### src/rtl/sec_led_seq.sv
// +------------------------------------------------------------------------+
// | sec_led_seq: BCD mm:ss seconds sequencer driven by a 1 Hz tick, with  |
// | a tick-loss watchdog and LED mirror of the time.       Rev 1.0        |
// +------------------------------------------------------------------------+
`default_nettype none

module sec_led_seq #(
    parameter int TIMEOUT_CYCLES = 12_000_000
) (
    input  logic        safe_clk,
    input  logic        safe_reset_n,
    input  logic        tick_in,
    input  logic        run_en,
    input  logic        clear,
    output logic [7:0]  sec_bcd,
    output logic [7:0]  min_bcd,
    output logic [15:0] led,
    output logic        sec_pulse,
    output logic        tick_lost
);

    localparam int WD_W = $clog2(TIMEOUT_CYCLES);
    localparam logic [WD_W-1:0] WD_MAX = WD_W'(TIMEOUT_CYCLES - 1);

    typedef enum logic [1:0] {
        ST_IDLE = 2'd0,
        ST_RUN  = 2'd1,
        ST_LOST = 2'd2
    } state_t;

    state_t            state_q, state_d;
    logic              tick_d_q, tick_d_d;
    logic [7:0]        sec_q, sec_d;
    logic [7:0]        min_q, min_d;
    logic [WD_W-1:0]   wd_q, wd_d;
    logic              sec_pulse_q, sec_pulse_d;
    logic              tick_lost_q, tick_lost_d;

    logic              rise;
    logic [15:0]       cnt_inc;

    // Digit-wise BCD increment of {min_tens, min_ones, sec_tens, sec_ones}; 59:59 wraps to 00:00.
    function automatic logic [15:0] bcd_inc(input logic [15:0] t);
        logic [3:0] s1, s10, m1, m10;
        s1  = t[3:0];
        s10 = t[7:4];
        m1  = t[11:8];
        m10 = t[15:12];
        if (s1 != 4'd9) begin
            s1 = s1 + 4'd1;
        end else begin
            s1 = 4'd0;
            if (s10 != 4'd5) begin
                s10 = s10 + 4'd1;
            end else begin
                s10 = 4'd0;
                if (m1 != 4'd9) begin
                    m1 = m1 + 4'd1;
                end else begin
                    m1 = 4'd0;
                    if (m10 != 4'd5) begin
                        m10 = m10 + 4'd1;
                    end else begin
                        m10 = 4'd0;
                    end
                end
            end
        end
        return {m10, m1, s10, s1};
    endfunction

    assign rise    = tick_in & ~tick_d_q;
    assign cnt_inc = bcd_inc({min_q, sec_q});

    always_comb begin
        tick_d_d    = tick_in;
        state_d     = state_q;
        sec_d       = sec_q;
        min_d       = min_q;
        wd_d        = wd_q;
        sec_pulse_d = 1'b0;
        tick_lost_d = tick_lost_q;

        if (clear) begin
            // Clear beats both a rise and a timeout in the same cycle.
            sec_d       = 8'h00;
            min_d       = 8'h00;
            wd_d        = '0;
            tick_lost_d = 1'b0;
            state_d     = run_en ? ST_RUN : ST_IDLE;
        end else begin
            case (state_q)
                ST_IDLE: begin
                    wd_d = '0;
                    if (run_en) begin
                        state_d = ST_RUN;
                    end
                end
                ST_RUN: begin
                    if (rise) begin
                        {min_d, sec_d} = cnt_inc;
                        sec_pulse_d    = 1'b1;
                    end
                    if (!run_en) begin
                        state_d = ST_IDLE;
                        wd_d    = '0;
                    end else if (rise) begin
                        wd_d = '0;
                    end else if (wd_q == WD_MAX) begin
                        state_d     = ST_LOST;
                        tick_lost_d = 1'b1;
                    end else begin
                        wd_d = wd_q + WD_W'(1);
                    end
                end
                ST_LOST: begin
                    // Frozen until clear; rises and run_en are ignored.
                end
                default: begin
                    state_d = ST_IDLE;
                end
            endcase
        end
    end

    always_ff @(posedge safe_clk or negedge safe_reset_n) begin
        if (!safe_reset_n) begin
            state_q     <= ST_IDLE;
            tick_d_q    <= 1'b0;
            sec_q       <= 8'h00;
            min_q       <= 8'h00;
            wd_q        <= '0;
            sec_pulse_q <= 1'b0;
            tick_lost_q <= 1'b0;
        end else begin
            state_q     <= state_d;
            tick_d_q    <= tick_d_d;
            sec_q       <= sec_d;
            min_q       <= min_d;
            wd_q        <= wd_d;
            sec_pulse_q <= sec_pulse_d;
            tick_lost_q <= tick_lost_d;
        end
    end

    assign sec_bcd   = sec_q;
    assign min_bcd   = min_q;
    assign led       = {min_q, sec_q};
    assign sec_pulse = sec_pulse_q;
    assign tick_lost = tick_lost_q;

endmodule

`default_nettype wire

### config.mk
export PLATFORM = sky130hd
export DESIGN_NAME = sec_led_seq
export DESIGN_NICKNAME = d
export VERILOG_FILES = /design/src/rtl/sec_led_seq.sv
export SDC_FILE = /design/constraint.sdc
export NUM_CORES = 1
export LEC_CHECK = 0
export CELL_PAD_IN_SITES_DETAIL_PLACEMENT = 1
export CELL_PAD_IN_SITES_GLOBAL_PLACEMENT = 1
export CORE_MARGIN = 2
export CORE_UTILIZATION = 41
export DETAILED_ROUTE_END_ITERATION = 16
export GPL_TIMING_DRIVEN = 0
export HOLD_SLACK_MARGIN = 0.05
export PLACE_DENSITY_LB_ADDON = 0.2
export SLEW_MARGIN = 20
export SYNTH_ARGS = -nofsm -noshare
export SYNTH_HDL_FRONTEND = slang
export SYNTH_SLANG_ARGS = --single-unit
### constraint.sdc
create_clock -name safe_clk -period 2.1 [get_ports safe_clk]
set_clock_uncertainty 0.05 [all_clocks]
set_input_delay 0.315 -clock safe_clk [delete_from_list [all_inputs] [get_ports safe_clk]]
set_output_delay 0.315 -clock safe_clk [all_outputs]
set_load 0.005 [all_outputs]
[Word level (Yosys, flattened, before mapping)]
Cells that the tools add are included.
Operators by class
  bitwise operators: 2
  add/sub/neg operators: 5
  equal/unequal tests: 16
  mux-type cells: 36
  reduce and logical (&&, ||, !) cells: 13
Operators by type and width (number)
  24-bit 2-to-1 mux: 4
  8-bit 2-to-1 mux: 6
  24-bit case mux with 2 select lines: 1
  4-bit 2-to-1 mux: 10
  24-bit by 1-bit adder with 24-bit output (second input constant): 1
  24-bit == test (second input constant): 1
  4-bit by 1-bit adder with 4-bit output (second input constant): 4
  4-bit inequality test (second input constant): 4
  4-bit AND reduction: 3
  2-bit 2-to-1 mux: 5
  2-bit inequality test (second input constant): 5
  1-bit 2-to-1 mux: 9
  4-bit by 3-bit inequality test with 1-bit output (second input constant): 2
  2-bit nonzero test: 4
  2-bit case mux with 3 select lines: 1
  5-bit inequality test (second input constant): 1
  5-bit AND reduction: 1
  2-bit AND reduction: 2
  3-bit inequality test (second input constant): 1
  3-bit AND reduction: 1
  3-bit nonzero test: 1
  2-bit by 1-bit == test with 1-bit output (second input constant): 1
  2-bit == test (second input constant): 1
  2-bit zero test: 1
  other kinds (2): 2
Word-level totals
  word-level logic and storage cells: 81
  register bits after elaboration: 45
  output and inout port bits: 34

[Logic depth before layout (Yosys ltp)]
  word-level depth: 8
  depth in mapped cells: 7

[Worst setup path after synthesis]
No wires, ideal clock.
  path type: register -> register
  start: register sec_q[1], in the netlist sec_bcd[1]
  end: register min_q[7], in the netlist min_bcd[7]
  arrival time: 1699 ps
  slack: 255 ps
  data required time: 1955 ps
  library setup time: 95 ps
  stages on the path, launching flop included: 8
  cell sequence: dfrtp_1 inv_1 ha_1 and3b_1 a31oi_2 nand2b_1 or2_1 o31ai_1
On the way
  longest elaborated chain between the ends: 3
RTL lines
  start: declaration: RTL line 33  | logic [7:0] sec_q, sec_d;
  start signal: assignment: RTL line 130  | sec_q <= 8'h00;
  start signal: assignment: RTL line 138  | sec_q <= sec_d;
  4-bit inequality test: RTL line 49  | if (s1 != 4'd9) begin
  2-bit inequality test (no line)
  5-bit AND reduction (no line)
  end signal: assignment: RTL line 139  | min_q <= min_d;
  end: declaration: RTL line 34  | logic [7:0] min_q, min_d;
Every way passes these cells.
A chain may end at the register's enable or synchronous reset.

[Final worst setup path]
  start: register wd_q[13]
  end: register wd_q[0]
On the way
  longest elaborated chain between the ends: 3
RTL lines
  start: declaration: RTL line 35  | logic [WD_W-1:0] wd_q, wd_d;
  start signal: assignment: RTL line 140  | wd_q <= wd_d;
  24-bit == test: RTL line 109  | end else if (wd_q == WD_MAX) begin
  5-bit inequality test (no line)
  2-bit AND reduction (no line)
Every way passes these cells.

==> results.txt <==
- Post-CTS clock slew at the launch and capture registers of the worst setup and hold paths: 0.09 ns
* Register area: 1130 um2
* Fillcell total: 734
* Part of the total power dissipated in the clock network: 36.8%
- TritonCTS built the clock tree.
* Violation count after the first detailed-route iteration: 79
- Endpoint required time on the critical path: 2.24 ns
* Count of max-cap constraint violations: 0
- Total number of yosys warnings: 0
- Once the floorplan was initialized, standard cells occupied 42.1% of the core.
- Transition at the pin with the smallest max-transition slack: 0.543 ns
- Via count of the first global-routing pass: 2363
- Area taken by multi-input logic gates: 1340 um2
- Placement Rows: 29
* Count of vias placed by the detailed router: 2260
- The worst setup path is captured at a register.
- Synthesis handed over a netlist of 285 instances.
- Post-synthesis instance area: 2640 um2
- Input and output buffers added on the ports amount to 37.
- Buffers inserted during clock tree synthesis total 5.
- Of the total power, the share spent switching nets is 24.3%.
* Number of buffers added for setup after CTS: 0
- Hpwl dp: 4800 um
- The number of nets handed over by synthesis was 299.
- Total number of nets in the final design: 345
* Maximum number of pins on one net before global-route repair: 26
* Proportion of register bits with asynchronous set or reset after synthesis: 100%
- Proportion of power drawn by flip-flops and latches: 51.0%
- In the routed layout, each cell is associated on average with a via count of 5.53.
* Number of distinct standard cells referenced by the synthesized netlist: 53
- Power Internal: 0.00137 W
- In this design, the stage delay of the slowest critical-path cell is 0.45 ns.
- Total power consumption of the routed design: 0.00181 W
- The library cell used most frequently in the layout, excluding fill and tap cells, is dfrtp_1.
- DIE WIDTH: 84.2 um
- Synthesized area divided by synthesized cell count: 9.26 um2
- At the worst endpoint, the arrival time is 2.11 ns.
* Floorplan die area: 7100 um2
- The largest individual stage delay along the critical path comes from the cell dfrtp_1.
- Final core occ: 52.0%
- N_diodes: 0
- Leakage power total: 1.35 nW
* Commonest register cell after synthesis: dfrtp_1
- Clock insertion delay at the later pin of the skew report: 0.30 ns
* Number of enable-type register cells in the synthesized netlist: 0
- Measured against its own limit, the worst slew margin works out to 63.8%.
* Peak ir drop on the vdd network: 313 uV
- The worst setup path is of the reg2reg kind.
- CP Launch Type: register
- Counting every sink on the clock net gives 45.
- Counting I/O delays and the setup requirement, the final critical path takes 1.97 ns.
- Power density normalized to cell area: 555 nW/um2
* First-pass GRT wire length: 11500 um
- The run finished with clean final reports.
* Max Fclk: 509 MHz
- Hold wc startpoint: clear
* Total routing usage reported by global routing: 19.7%
* Number of pins with negative max-slew slack in the final report: 0
* Reg-to-Reg Start: wd_q[13]
- Flop and latch count out of synthesis: 45
- Maximum root-to-sink buffer count: 2
- Walking the worst path, the cells encountered are or3_4, nor4_4, and2_4, buf_8, nor2_2, mux2_2.
- Once layout is done, the placed cells without fillers occupy 3270 um2.
* CP bufs+invs: 1
- Remaining antenna violation count after routing: 0
* Final estimated routing congestion in global placement: 0.768
- Measured along the y axis, the die boundary spans 84.2 um.
- DR WL/cell: 16.0 um
- The cell family contributing the most delay on the critical path is simple AND/OR/NAND/NOR gates.
* Area delta synth->final: 23.7%
- In this run the worst path has a maximum fanout of 10.
- The number of antenna violations at the first check in global routing came to 0.
- Share of power burned in combinational logic: 12.2%
* Critical path launch point: wd_q[13]
- CTS built an H-tree with a depth of 2.
- Overflow left after global routing: 0
- Setup repair after global routing missed its margin: no
- The root buffer cell chosen for the clock tree is clkbuf_8.
- Cell Area, Placed: 3120 um2
- Hold violation count in the final report: 0
- For this design the total switching power over the nets is 0.000442 W.
* Sequential fraction of the synthesis area: 42.7%
* Final Cycle Share: 93.6%
- The final layout contains routed wiring with a total length of 6560 um.
- For this design the top-level I/O count stands at 39.
- Area of the core region: 6280 um2
- In the final layout, the share of cells above drive strength 1 is 14.2%.
- Final setup violation count: 0
- Length of the first detailed-routing pass in iterations: 4
* Commonest cells after routing, fill and taps aside: dfrtp_1 (45), clkdlybuf4s50_1 (36), nand2_1 (32)
- Path category of the worst min-delay check: in2reg
- For this run, design rule violations remaining after detail routing come to 0.
-- area by class of cell --
cell class                      count  area share (%)
Tap cell                           77            2.95
Clock inverter                      2            1.19
Buffer                             25            5.13
Sequential cell                    45            34.5
Inverter                            7           0.804
Multi-Input combinational cell    208            41.1
Clock buffer                        6            2.22
Timing Repair Buffer               39            12.1
-- synthesized netlist by cell type, types with 3 or more instances --
library cell / count / area (um2)
a21oi_1: 15 / 75.1
a31oi_1: 6 / 37.5
and3_1: 4 / 25.0
buf_4: 16 / 120
clkbuf_1: 5 / 18.8
dfrtp_1: 45 / 1130
ha_1: 9 / 113
inv_1: 7 / 26.3
nand2_1: 32 / 120
nand2b_1: 3 / 18.8
nand3_1: 14 / 70.1
nand3b_1: 3 / 22.5
nand4_1: 3 / 18.8
nor2_1: 22 / 82.6
nor2b_1: 4 / 25.0
nor3_1: 10 / 50.1
nor3_2: 3 / 30.0
nor4_1: 5 / 31.3
o21ai_0: 25 / 125
o311ai_0: 3 / 26.3
o31ai_1: 3 / 22.5
xnor2_1: 8 / 70.1
-- logic make-up (layout without fill, tap and decap cells) --
kind of cell	count (synthesis)	count (layout)	synth area share, %
XOR/XNOR	8	8	2.65
AND/OR/NAND/NOR	125	125	27.5
flip-flops	45	45	42.7
adder cells (fa/ha/maj)	9	9	4.27
AO/OA/AOI/OAI	64	64	14.7
buffers and inverters	32	79	7.30
multiplexers	2	2	0.853
-- power groups by stage --
| stage | clock, W | sequential (W) | combinational [W] |
|---|---|---|---|
| after global placement | 0 | 0.000941 | 0.000210 |
| final | 0.000667 | 0.000924 | 0.000221 |
| after floorplan | 0 | 0.000935 | 0.0000937 |
| after global routing | 0.000731 | 0.000931 | 0.000245 |
| after CTS | 0.000697 | 0.000925 | 0.000224 |
| after detailed placement | 0 | 0.000942 | 0.000220 |
-- stage by stage --
step	TNS (ns)	worst slack [ns]	hold slack, ns	std cells
global route	0	0.0264	0.472	409
floorplan	0	0.255	-0.0306	285
CTS	0	0.0529	0.427	409
global placement	-33.81	-0.719	0.451	399
finish	0	0.133	0.454	409
detailed placement	-2.18	-0.215	0.282	400
-- repair_timing --
item                                    4_1_cts  5_1_grt
hold endpoints to repair                     20        0
hold buffers                                  1        0
endpoints found under the setup margin        1       12
gates resized for setup                       2        5
-- tightest hold or removal path: cells and delay by family --
family                 cells  cell delay, ns
AO/OA/AOI/OAI              2            0.23
buffers and inverters      1            0.21
-- metal layers --
metal  global-route usage [%]  wire length, um  up-vias
met2                     34.0             3340       30
met1                     26.6             3030     1132
met5                        0                0        -
met3                     2.56              159        2
li1                         -                -     1096
met4                     4.40               30        0
-- path summary, 6_finish.rpt --
check | end | slack (ns) | cells past startpoint
hold / removal | min_bcd[5] | 0.45 | 3
hold reg to reg | tick_lost | 0.48 | 2
setup / recovery | wd_q[0] | 0.13 | 6
min in group asynchronous | sec_pulse | 0.47 | 2
setup reg to reg | wd_q[0] | 0.13 | 6
max in group asynchronous | sec_bcd[5] | 1.00 | 3
-- flip-flops by register name, summed over array words and instances, names as in the netlist --
signal     flops
sec_bcd        8
tick_lost      1
state_q        2
wd_q          24
sec_pulse      1
min_bcd        8
tick_d_q       1
No activity file was read; power rests on OpenSTA's default activity.
